<file path="src/rtl/hdmi_video_framer.sv">
// Per-pixel HDMI period sequencer: delays raw video timing so every active run is
// preceded by a video preamble and a leading guard band, feeding the TMDS channel encoders.
module hdmi_video_framer #(
  parameter int PREAMBLE_LEN = 8,
  parameter int GUARD_LEN    = 2
) (
  input  logic        i_clk,
  input  logic        i_reset,
  input  logic        i_hsync,
  input  logic        i_vsync,
  input  logic        i_de,
  input  logic [23:0] i_pixel,
  output logic [1:0]  o_dtype,
  output logic [1:0]  o_ctl0,
  output logic [1:0]  o_ctl1,
  output logic [1:0]  o_ctl2,
  output logic [7:0]  o_data0,
  output logic [7:0]  o_data1,
  output logic [7:0]  o_data2,
  output logic        o_overrun,
  output logic [1:0]  o_dbg_state
);

  localparam int LOOK   = PREAMBLE_LEN + GUARD_LEN;
  localparam int MAXLEN = (PREAMBLE_LEN > GUARD_LEN) ? PREAMBLE_LEN : GUARD_LEN;
  localparam int CW     = (MAXLEN > 1) ? $clog2(MAXLEN) : 1;

  localparam logic [1:0] DT_GUARD = 2'b00;
  localparam logic [1:0] DT_CTRL  = 2'b01;
  localparam logic [1:0] DT_PIXEL = 2'b11;

  typedef enum logic [1:0] {
    ST_CTL = 2'd0,
    ST_PRE = 2'd1,
    ST_GRD = 2'd2
  } state_t;

  typedef struct packed {
    logic        hsync;
    logic        vsync;
    logic        de;
    logic [23:0] pixel;
  } slot_t;

  slot_t   sr_q [LOOK];
  slot_t   sr_d [LOOK];
  slot_t   tap;
  logic    prev_de_q, prev_de_d;
  logic    rise;
  state_t  state_q, state_d;
  logic [CW-1:0] cnt_q, cnt_d;

  logic [1:0] dtype_q, dtype_d;
  logic [1:0] ctl0_q, ctl0_d;
  logic [1:0] ctl1_q, ctl1_d;
  logic [1:0] ctl2_q, ctl2_d;
  logic [7:0] data0_q, data0_d;
  logic [7:0] data1_q, data1_d;
  logic [7:0] data2_q, data2_d;
  logic       overrun_q, overrun_d;

  // The oldest stage is the sample whose slot is being computed this cycle.
  assign tap  = sr_q[LOOK-1];
  assign rise = i_de && !prev_de_q;

  always_comb begin
    sr_d[0] = '{hsync: i_hsync, vsync: i_vsync, de: i_de, pixel: i_pixel};
    for (int i = 1; i < LOOK; i++) begin
      sr_d[i] = sr_q[i-1];
    end
    prev_de_d = i_de;
  end

  // Next state; a rising edge always restarts the preamble, whatever the state.
  always_comb begin
    state_d = state_q;
    cnt_d   = cnt_q;
    if (rise) begin
      state_d = ST_PRE;
      cnt_d   = CW'(PREAMBLE_LEN - 1);
    end else begin
      case (state_q)
        ST_PRE: begin
          if (cnt_q == '0) begin
            state_d = ST_GRD;
            cnt_d   = CW'(GUARD_LEN - 1);
          end else begin
            cnt_d = cnt_q - CW'(1);
          end
        end
        ST_GRD: begin
          if (cnt_q == '0) begin
            state_d = ST_CTL;
          end else begin
            cnt_d = cnt_q - CW'(1);
          end
        end
        default: begin
        end
      endcase
    end
  end

  // Slot contents follow the next state so the preamble appears the cycle after the edge.
  always_comb begin
    dtype_d   = DT_CTRL;
    ctl0_d    = {tap.vsync, tap.hsync};
    ctl1_d    = 2'b00;
    ctl2_d    = 2'b00;
    data0_d   = 8'h00;
    data1_d   = 8'h00;
    data2_d   = 8'h00;
    overrun_d = overrun_q;
    case (state_d)
      ST_PRE: begin
        ctl1_d = 2'b01;
        if (tap.de) overrun_d = 1'b1;
      end
      ST_GRD: begin
        dtype_d = DT_GUARD;
        if (tap.de) overrun_d = 1'b1;
      end
      default: begin
        if (tap.de) begin
          dtype_d = DT_PIXEL;
          data0_d = tap.pixel[7:0];
          data1_d = tap.pixel[15:8];
          data2_d = tap.pixel[23:16];
        end
      end
    endcase
  end

  always_ff @(posedge i_clk) begin
    if (i_reset) begin
      for (int i = 0; i < LOOK; i++) begin
        sr_q[i] <= '0;
      end
      prev_de_q <= 1'b0;
      state_q   <= ST_CTL;
      cnt_q     <= '0;
      dtype_q   <= DT_CTRL;
      ctl0_q    <= 2'b00;
      ctl1_q    <= 2'b00;
      ctl2_q    <= 2'b00;
      data0_q   <= 8'h00;
      data1_q   <= 8'h00;
      data2_q   <= 8'h00;
      overrun_q <= 1'b0;
    end else begin
      for (int i = 0; i < LOOK; i++) begin
        sr_q[i] <= sr_d[i];
      end
      prev_de_q <= prev_de_d;
      state_q   <= state_d;
      cnt_q     <= cnt_d;
      dtype_q   <= dtype_d;
      ctl0_q    <= ctl0_d;
      ctl1_q    <= ctl1_d;
      ctl2_q    <= ctl2_d;
      data0_q   <= data0_d;
      data1_q   <= data1_d;
      data2_q   <= data2_d;
      overrun_q <= overrun_d;
    end
  end

  assign o_dtype     = dtype_q;
  assign o_ctl0      = ctl0_q;
  assign o_ctl1      = ctl1_q;
  assign o_ctl2      = ctl2_q;
  assign o_data0     = data0_q;
  assign o_data1     = data1_q;
  assign o_data2     = data2_q;
  assign o_overrun   = overrun_q;
  assign o_dbg_state = state_q;

endmodule
</file>
<file path="config.mk">
export PLATFORM = sky130hd
export DESIGN_NAME = hdmi_video_framer
export DESIGN_NICKNAME = d
export VERILOG_FILES = /design/src/rtl/hdmi_video_framer.sv
export SDC_FILE = /design/constraint.sdc
export NUM_CORES = 1
export LEC_CHECK = 0
export ABC_CLOCK_PERIOD_IN_PS = 4820
export CORE_UTILIZATION = 60
export DETAILED_ROUTE_END_ITERATION = 7
export GPL_ROUTABILITY_DRIVEN = 1
export HOLD_SLACK_MARGIN = 0.1
export PLACE_DENSITY_LB_ADDON = 0.05
export SETUP_SLACK_MARGIN = 0.05
export SYNTH_ARGS = -nofsm -noshare
export SYNTH_HDL_FRONTEND = slang
export SYNTH_SLANG_ARGS = --single-unit
</file>
<file path="constraint.sdc">
create_clock -name i_clk -period 4.82 [get_ports i_clk]
set_clock_uncertainty 0.2 [all_clocks]
set_input_delay 1.446 -clock i_clk [delete_from_list [all_inputs] [get_ports i_clk]]
set_output_delay 1.446 -clock i_clk [all_outputs]
set_load 0.01 [all_outputs]
</file>
==> flow_metrics.tcl, run 1 <==
set metrics [dict create \
    fin_crit_sh_pct 65.8 \
    cts_sinks 305 \
    setup_tns_ns 0 \
    antenna_found_initial 0 \
    fmax_mhz 315 \
    placed_area_um2 9100 \
    die_y_um 121 \
    powerDensity_nw_per_um2 491 \
    grt_overflow 0 \
    grt.met1_usage_pct 14.0 \
    crit_path_top_delay_cell "clkdlybuf4s50_1" \
    period_minus_slack_ns 3.17 \
    viasPerCell 4.23 \
    clk_root_buffer_cell "clkbuf_16" \
    cp_max_fo 25 \
    final_cell_area_um2 10100 \
    syn2layout_area_growth_pct 19.6 \
    syn-cell-area_um2 8430 \
    die_w_um 121 \
    slew-limit-headroom_pct 44.7 \
    dp_cells 884 \
    synthTopCellsByArea "dfxtp_1, nor2b_1, and2_1" \
    num_rows 42 \
    cts_repair_resize_count 0 \
    grt_pass1_vias 3514 \
    yosysSeqAreaShare_pct 72.4 \
    met3_usage_pct 2.83 \
    grt_max_degree 144 \
    drc 0 \
    p_leak_nw 4.01 \
    synthCells 681 \
    ys.warnings.count 0 \
    grt.busiest_layer "met2" \
    die-area_um2 14500 \
    synth_edf_count 0 \
    clock_latency_ns 0.50 \
    grt_usage_pct 12.3 \
    ys.flop_type "dfxtp_1" \
    drtPass1Iterations 4 \
    vias 3953 \
    cp_data_required_time_ns 5.02 \
    post_cts_buffers 0 \
    status "complete, no violations" \
    drv_slew 0 \
    drive_gt1_share_pct 6.46 \
    nets 772 \
    yosys-top-cells-count "dfxtp_1, nor2b_1, and2_1, buf_2, clkbuf_1" \
    tightest_slew_ns 0.829 \
    holdBufCountCts 0 \
    worst_setup_path_end_kind "register" \
    cpPeakStageDelay_ns 0.53 \
    drt_iter0_drc 157 \
    max_cap_viol_count 0 \
    path_common_cell "nor2_1" \
    place.port_buffers 60 \
    postRouteAntennaNets 0 \
    yosys.area.top_type "dfxtp_1" \
    wl_per_cell_um 9.39 \
    final_cell_count_no_fill 934 \
    hp-class "reg2reg" \
    setup_viol 0 \
    rsz0062_at_grt "no" \
    synth_top_cell_area_share_pct 72.4 \
    cts_buffer_depth 3 \
    yosys_register_bits 305 \
    hpwl_um 4510 \
    cts_buffers 27 \
    cts_tree "yes" \
    path_class "in2reg" \
    async_flop_share_pct 0 \
    grt_use_met2_pct 22.2 \
    hold_violations 0 \
    htree_num_levels 1 \
    routed_wl_um 8770 \
    initial_core_util_pct 62.7 \
    crit_chain "clkdlybuf4s50_1 > nor2b_1 > nor2_1 > ha_1 > nand2_1 > nor2_1 > buf_4 > and2_1" \
    path_clk_slew_ns 0.06 \
    yosysMostFrequentCell "dfxtp_1" \
    num_antenna_cells 0 \
    coreArea_um2 13500 \
    cp.arrival_ns 3.37 \
    synth_cell_types 25 \
    vdd_drop_max_v 0.000249 \
    syn_avg_cell_area_um2 12.4 \
    grt_pass1_wl_um 14700 \
    crit_path_start_kind "input port" \
    finalWeightedCongestion 0.671 \
    ios 64 \
]
[critical path, delay by kind of cell]
family                     cells  cell delay, ns
and+or+nand+nor                5            0.85
adders and majority gates      1            0.32
buffers and inverters          2            0.76
[stage by stage]
stage                     hold WS [ns]  total power [mW]  worst slack (ns)  utilization, %
final                            0.223              4.95              1.65            74.9
after global routing             0.236              5.14              1.51            74.9
after CTS                        0.224              5.01              1.64            74.9
after detailed placement         0.210              2.75              1.13            67.7
after global placement           0.209              2.74              1.24            67.7
after floorplan                  0.206              2.71              1.85               -
[logic make-up after synthesis]
group | Yosys count | share of synthesized area (%)
and+or+nand+nor | 312 | 22.9
DFF | 305 | 72.4
adders and majority gates | 6 | 0.891
other | 1 | 0.0445
buffers and inverters | 42 | 2.45
muxes | 2 | 0.238
AOI/OAI and AO/OA | 13 | 1.04
[state kept, by name, summed over array words and instances, names as in the netlist]
| name | cells |
|---|---|
| cnt_q | 3 |
| o_data2 | 8 |
| sr_q | 270 |
| o_ctl0 | 2 |
| o_ctl1 | 1 |
| o_dbg_state | 2 |
| o_dtype | 2 |
| o_overrun | 1 |
| o_data1 | 8 |
| o_data0 | 8 |
[final cells by class]
class,count,area [um^2]
Sequential cell,305,6110
Clock buffer,38,767
Multi-Input combinational cell,336,2120
Inverter,5,18.8
Fill cell,887,3370
Clock inverter,12,214
Timing Repair Buffer,62,632
Tap cell,176,220
[power by group]
| group | internal [mW] | switching, mW |
|---|---|---|
| Combinational | 0.0582 | 0.0633 |
| Clock | 1.43 | 0.830 |
| Sequential | 2.56 | 0.0105 |
[routing by layer]
layer,up-vias,part of all wire (%)
li1,2163,-
met1,1670,43
met2,92,49
met3,28,5.5
met4,0,2.9
met5,-,0
[worst paths after layout]
| kind | cells past startpoint | slack (ns) | from | end |
|---|---|---|---|---|
| worst min-delay path | 1 | 0.22 | sr_q[0][245] | o_data0[2] |
| worst min register to register | 1 | 0.22 | sr_q[0][245] | o_data0[2] |
| worst max-delay path | 8 | 1.65 | i_de | o_data1[0] |
| worst max register to register | 10 | 2.18 | cnt_q[1] | o_data1[0] |
[layout by cell type (no fill, tap or decap), types with 2 or more instances in the layout]
| cell | instances |
|---|---|
| dfxtp_1 | 305 |
| nor2b_1 | 275 |
| clkdlybuf4s50_1 | 59 |
| clkbuf_16 | 27 |
| and2_1 | 24 |
| nor2_1 | 6 |
| ha_1 | 6 |
| clkbuf_1 | 6 |
| bufinv_16 | 6 |
| clkbuf_8 | 6 |
| inv_1 | 5 |
| clkinv_2 | 5 |
| a21oi_1 | 4 |
| conb_1 | 3 |
| mux2i_1 | 2 |
| nand2_1 | 2 |
| nand2b_1 | 2 |
| o21ai_0 | 2 |
| a31oi_1 | 2 |
Power figures use the tool's default switching activity.
==> run 2, diff against run 1 <==
- ABC_CLOCK_PERIOD_IN_PS: 4820 -> 3200
- CORE_UTILIZATION: 60 -> 56
- clock period: 4.82 -> 3.2 ns (I/O delays scaled with it)
==> flow_metrics.tcl, run 2 (synthesized netlist as in run 1, its figures left out) <==
set metrics [dict create \
    status "complete, no violations" \
    crit_chain "clkdlybuf4s50_1" \
    path_class "reg2out" \
    final_common_cell "dfxtp_1" \
    die-area_um2 15500 \
    drc 0 \
    grt_pass1_vias 3369 \
    regMostFlops "sr_q" \
    cp_max_fo 6 \
    nets 775 \
    max_cap_viol_count 0 \
    final_cell_mix "dfxtp_1, nor2b_1, clkdlybuf4s50_1" \
    syn2layout_area_growth_pct 19.8 \
    hpwl_um 4380 \
    setup_viol 0 \
    tightest_slew_ns 0.593 \
    ios 64 \
    fin_crit_sh_pct 83.7 \
    viasPerCell 4.17 \
    drtPass1Iterations 4 \
    die_y_um 125 \
    die_w_um 125 \
    cp_top_family "buffers and inverters" \
    cts_buffers 28 \
    powerDensity_nw_per_um2 733 \
    htree_num_levels 1 \
    vias 3943 \
    hold_violations 0 \
    drt_iter0_drc 103 \
    antenna_found_initial 0 \
    finalWeightedCongestion 0.608 \
    initial_core_util_pct 57.8 \
    postRouteAntennaNets 0 \
    final_cell_count_no_fill 946 \
    period_minus_slack_ns 2.68 \
    drive_gt1_share_pct 6.69 \
    slew-limit-headroom_pct 60.5 \
    clock_latency_ns 0.51 \
    num_antenna_cells 0 \
    drv_slew 0 \
    worst_setup_path_end_kind "output port" \
    post_cts_buffers 0 \
    coreArea_um2 14600 \
    rsz0062_at_grt "no" \
    num_rows 44 \
    fmax_mhz 374 \
    cts_repair_resize_count 0 \
    hold_slack_ns 0.223 \
    vdd_drop_max_v 0.000443 \
    cts_tree "yes" \
    clk_root_buffer_cell "clkbuf_16" \
    cp.arrival_ns 1.52 \
    routed_wl_um 8070 \
    largest_register_ffs 270 \
    grt_pass1_wl_um 14200 \
    crit_path_start_kind "register" \
    crit_path_top_delay_cell "clkdlybuf4s50_1" \
    cp_data_required_time_ns 2.04 \
    fill_cells 1027 \
    grt_overflow 0 \
    cpPeakStageDelay_ns 0.57 \
    dp_cells 894 \
    path_clk_slew_ns 0.06 \
    critPathBufInv 1 \
    hp-class "reg2reg" \
    cts_buffer_depth 3 \
    grt_max_degree 152 \
    cts_sinks 305 \
    p_leak_nw 4.01 \
    place.port_buffers 60 \
    grt_usage_pct 10.8 \
    wl_per_cell_um 8.53 \
    setup_tns_ns 0 \
    holdBufCountCts 0 \
]
[run 2: power breakdown]
part	switching, mW	leakage, nW	internal (mW)	total [mW]
Combinational	0.0934	1.06	0.0897	0.183
Clock	1.27	0.476	2.08	3.35
Sequential	0.0152	2.47	3.86	3.87
[run 2: path summary, 6_finish.rpt]
kind / startpoint / to / slack, ns / cells past startpoint
worst min register to register: sr_q[0][246] / o_data0[3] / 0.22 / 1
worst min-delay path: sr_q[0][246] / o_data0[3] / 0.22 / 1
worst max register to register: cnt_q[1] / o_data2[4] / 0.61 / 10
worst max-delay path: o_dbg_state[0] / o_dbg_state[0] / 0.52 / 1
[run 2: per-stage QoR]
stage | util, % | setup WS, ns | instance area (um^2) | power, mW
floorplan | - | 0.718 | 8440 | 4.09
global placement | 62.6 | 0.118 | 9130 | 4.13
detailed placement | 62.6 | 0.0629 | 9130 | 4.14
CTS | 69.2 | 0.503 | 10100 | 7.49
global route | 69.2 | 0.482 | 10100 | 7.69
finish | 69.2 | 0.523 | 10100 | 7.40
[run 2: cell type report]
| cell class | count | area [um^2] | share of cell area (%) |
|---|---|---|---|
| Sequential cell | 305 | 6110 | 60.5 |
| Multi-Input combinational cell | 336 | 2120 | 21.0 |
| Clock buffer | 41 | 811 | 8.03 |
| Timing Repair Buffer | 64 | 647 | 6.41 |
| Tap cell | 184 | 230 | 2.28 |
| Clock inverter | 11 | 161 | 1.60 |
| Inverter | 5 | 18.8 | 0.186 |
[run 2: routing by layer]
metal / vias to the layer above / wire length [um] / GRT usage (%)
li1: 2172 / - / -
met1: 1647 / 3640 / 11.7
met2: 105 / 3660 / 18.8
met3: 19 / 554 / 3.31
met4: 0 / 216 / 5.67
met5: - / 0 / 0
==> run 3, diff against run 2 <==
- ABC_CLOCK_PERIOD_IN_PS: 3200 -> 2800
- clock period: 3.2 -> 2.8 ns (I/O delays scaled with it)
==> flow_metrics.tcl, run 3 (synthesized netlist as in run 1, its figures left out) <==
set metrics [dict create \
    status "complete, no violations" \
    routed_wl_um 8010 \
    hpwl_um 4360 \
    initial_core_util_pct 57.8 \
    regToRegEndpoint "o_data1[3]" \
    hold_path_end "o_data1[0]" \
    dp_cells 896 \
    ff2ff_setup_slack_ns 0.27 \
    setup_viol 0 \
    clk_root_buffer_cell "clkbuf_16" \
    crit_chain "clkdlybuf4s50_1" \
    drt_iter0_drc 122 \
    tightest_slew_ns 0.563 \
    hold_path_depth 1 \
    hold_violations 0 \
    grt_max_degree 152 \
    postRouteAntennaNets 0 \
    viasPerCell 4.17 \
    cts_tree "yes" \
    htree_num_levels 1 \
    cts_sinks 305 \
    reg2regPathDepth 10 \
    hold_start "sr_q[0][251]" \
    max_cap_viol_count 0 \
    cp_max_fo 6 \
    grt_pass1_wl_um 14300 \
    r2r_start "cnt_q[0]" \
    critPathBufInv 1 \
    cts_repair_resize_count 0 \
    grt_overflow 0 \
    holdBufCountCts 0 \
    place.port_buffers 60 \
    crit_path_start_kind "register" \
    setup_tns_ns 0 \
    antenna_found_initial 0 \
    final_cell_count_no_fill 939 \
    post_cts_buffers 0 \
    grt_usage_pct 10.8 \
    path_clk_slew_ns 0.06 \
    cp_data_required_time_ns 1.76 \
    num_rows 44 \
    hold_slack_ns 0.224 \
    cp_top_family "buffers and inverters" \
    path_class "reg2out" \
    final_cell_mix "dfxtp_1, nor2b_1, clkdlybuf4s50_1" \
    grt_pass1_vias 3403 \
    wl_per_cell_um 8.53 \
    worst_setup_path_end_kind "output port" \
    fill_cells 1043 \
    final_cell_area_um2 9970 \
    finalWeightedCongestion 0.648 \
    power_mw 8.04 \
    rsz0062_at_grt "no" \
    drive_gt1_share_pct 6.23 \
    placed_area_um2 9140 \
    ff_latch_area_um2 6110 \
    vias 3916 \
    powerDensity_nw_per_um2 806 \
    p_leak_nw 3.95 \
    cpPeakStageDelay_ns 0.59 \
    cts_buffer_depth 3 \
    clock_latency_ns 0.51 \
    syn2layout_area_growth_pct 18.3 \
    drv_slew 0 \
    hp-class "reg2reg" \
    num_antenna_cells 0 \
    cts_buffers 26 \
    cp.arrival_ns 1.53 \
    period_minus_slack_ns 2.57 \
    fmax_mhz 388 \
    ios 64 \
    drc 0 \
    nets 775 \
    die_w_um 125 \
    die_y_um 125 \
    crit_path_top_delay_cell "clkdlybuf4s50_1" \
    multi_input_area_um2 2120 \
    slew-limit-headroom_pct 62.5 \
    drtPass1Iterations 4 \
    fin_crit_sh_pct 91.9 \
    vdd_drop_max_v 0.000443 \
    regMostFlops "sr_q" \
    final_common_cell "dfxtp_1" \
    die-area_um2 15500 \
    largest_register_ffs 270 \
    coreArea_um2 14600 \
]
==> run 3: changes by cell type in the layout (fill, tap and decap cells not counted), sizes merged <==
cell | previous run | this run
buf | 4 | 6
clkinv | 6 | 4
clkinvlp | 1 | 2
bufinv | 4 | 2
clkbuf | 42 | 36
==> run 3: where the power goes <==
| group | switching (mW) | total, mW | internal, mW |
|---|---|---|---|
| clock | 1.39 | 3.40 | 2.01 |
| sequential | 0.0172 | 4.43 | 4.41 |
| combinational | 0.107 | 0.210 | 0.103 |
| total | 1.51 | 8.04 | 6.53 |
==> run 3: layout make-up <==
cell class	count	area share, %
flip-flops and latches	305	61.2
multi-input cells	336	21.3
clock buffers	35	7.38
repair buffers	66	6.64
well taps	184	2.31
clock inverters	8	0.954
inverters	5	0.188
==> run 3: worst max path at each step <==
| stage | from | end | depth (start not counted) |
|---|---|---|---|
| floorplan | i_de | o_data1[0] | 7 |
| global route | cnt_q[0] | o_data0[5] | 10 |
| detailed placement | i_de | o_data1[3] | 8 |
| global placement | i_de | o_data1[3] | 8 |
| CTS | o_dbg_state[0] | o_dbg_state[0] | 1 |
| finish | o_dbg_state[0] | o_dbg_state[0] | 1 |
==> run 3: layer usage <==
layer,global-route usage [%],routed length [um],vias up
met5,0,0,-
met4,5.88,238,0
met3,3.05,507,24
met2,17.9,3580,97
met1,12.5,3690,1631
li1,-,-,2164
==> run 3: through the flow <==
stage,util (%),setup WS [ns]
detailed placement,62.7,-0.134
CTS,68.4,0.218
finish,68.4,0.226
global placement,62.7,-0.0498
floorplan,-,0.438
global route,68.4,0.0776
==> variant: new RTL, flow settings as in run 2 <==
Register the output `o_data2` once more; this adds one clock of latency there. The other outputs are not delayed to match.
--- a/src/rtl/hdmi_video_framer.sv
+++ b/src/rtl/hdmi_video_framer.sv
@@ -171,7 +171,9 @@
   assign o_ctl2      = ctl2_q;
   assign o_data0     = data0_q;
   assign o_data1     = data1_q;
-  assign o_data2     = data2_q;
+  always_ff @(posedge i_clk) begin
+    o_data2 <= data2_q;
+  end
   assign o_overrun   = overrun_q;
   assign o_dbg_state = state_q;
 
Check against the original RTL: same outputs for any inputs over 10 cycles, from zero or initial values and one cycle with i_reset high; that may be too few to reach the edited logic, so the function may still have changed.
==> variant against run 2 <==
Critical path type unchanged. Routed wire length up 2.8%. Sequential power is 3% higher. Worst setup slack got worse by 0.0083 ns. Power increased by 4.7%. Count of clock-buffer cells in the layout shrank 4. Sequential cell count up 8. Critical path depth did not move. Final area increased by 2.4%. Synthesized area is 1.9% higher.
==> variant: results (changes against run 2) <==
Status:
- The flow ran to the end, and the final reports show no timing, DRC or antenna violations.

Layout:
- The count of nets after finishing is 783 (+1.0%).
- The register with the most flip-flops in the final layout is sr_q.
- The number of filler cells placed in the layout is 1,071 (+4.3%).
- The share of final-layout standard cells stronger than drive strength 1 is 7.26% (+0.57 points).

Synthesis:
- The multiplexer area fraction after synthesis is 0.233% (-0.0044 points).
- The register area share after synthesis is 72.9% (+0.51 points).
- The share of synthesized cell area in full adder, half adder and majority cells is 0.874% (-0.017 points).
- By area the synthesized netlist is led by sky130_fd_sc_hd__dfxtp_1 73%, sky130_fd_sc_hd__nor2b_1 20%, sky130_fd_sc_hd__and2_1 1.7%.
- The post-synthesis compound-gate area fraction was 1.02% (-0.019 points).
- By count the netlist is led by 313 x sky130_fd_sc_hd__dfxtp_1, 275 x sky130_fd_sc_hd__nor2b_1, 24 x sky130_fd_sc_hd__and2_1, 24 x sky130_fd_sc_hd__buf_2, 9 x sky130_fd_sc_hd__clkbuf_1.

Worst hold path:
- In this run the most critical hold path is launched from data2_q[6].

Critical path:
- The worst stage delay on the critical path is around 0.58 ns.
- The endpoint identified for the worst register-to-register timing path is o_data1[3].
- The internal reg-to-reg setup slack came to 0.63 ns (+0.02 ns).
- In this run the critical register-to-register path is launched from cnt_q[0].

GRT:
- The largest net degree at the start of global routing is 138 (-9.2%).
- The global-route wire length before repair is 15,000 um (+5.8%).
- The number of global-route vias before repair is 3,632 (+7.8%).
- The total routing resource utilization after global routing is 11.3% (+0.48 points).

Timing:
- The slew of the pin with the lowest slew margin was 0.526 ns (-0.0665 ns).

Placed design:
- The post-DP HPWL is 4380 um (+0.16%).
- The global placer's final weighted congestion is 0.650 (+7.0%).

Drt:
- The number of detailed-route iterations in the first pass is 4 (unchanged).
- The total number of vias is 4,010 (+1.7%).
- The routed wire length was 8290 um (+2.8%).
- The number of DRC markers in iteration 0 is 147 (+43%).

Power:
- The leakage power figure is 4.12 nW (+2.7%).
- The maximum vdd ir drop is 0.437 mV (-1.3%).

Clocking:
- The number of clock buffers inserted by TritonCTS is 29 (+3.6%).
- The insertion delay to the later sink of the worst-skew pair is 0.53 ns (+0.02 ns).
-- variant: per-stage QoR --
step | setup slack [ns] | total power, mW | utilization [%] | cells | instance area (um^2)
after global routing | 0.443 | 8.03 | 70.1 | 955 | 10300
after global placement | 0.191 | 4.23 | 63.0 | 901 | 9290
after CTS | 0.496 | 7.82 | 70.1 | 955 | 10300
after floorplan | 0.718 | 4.19 | - | 691 | 8600
final | 0.515 | 7.75 | 70.1 | 955 | 10300
after detailed placement | 0.102 | 4.24 | 63.0 | 901 | 9290
-- variant: worst min path at each step --
stage	depth (start not counted)	end	slack, ns
floorplan	0	o_data2[0]	0.11
detailed placement	0	o_data2[1]	0.11
finish	0	o_data2[6]	0.13
global route	0	o_data2[3]	0.13
global placement	0	o_data2[3]	0.11
CTS	0	o_data2[6]	0.13
-- variant: layout make-up --
class	instances	share of cell area, %
multi-input cells	336	20.5
repair buffers	63	6.30
well taps	184	2.23
inverters	5	0.182
clock buffers	37	7.70
flip-flops and latches	313	60.6
clock inverters	17	2.44
-- variant: cells by family (layout without fill, tap and decap cells) --
group	after synthesis	count (layout)
flip-flops	313	313
multiplexers	2	2
AO/OA/AOI/OAI	13	13
other	1	3
adder cells (fa/ha/maj)	6	6
AND/OR/NAND/NOR	312	312
buffers and inverters	42	122
-- variant: power breakdown --
| group | switching (mW) | leakage, nW | internal (mW) |
|---|---|---|---|
| combinational | 0.0931 | 1.06 | 0.0903 |
| clock | 1.35 | 0.519 | 2.25 |
| sequential | 0.0150 | 2.54 | 3.96 |
-- variant: per-layer routing --
layer  share of wire, %  vias up  global-route usage [%]
met4                3.7        0                    5.67
met3                5.5       28                    3.31
met1                 43     1689                    12.2
met5                  0        -                       0
met2                 48       97                    20.0
li1                   -     2196                       -
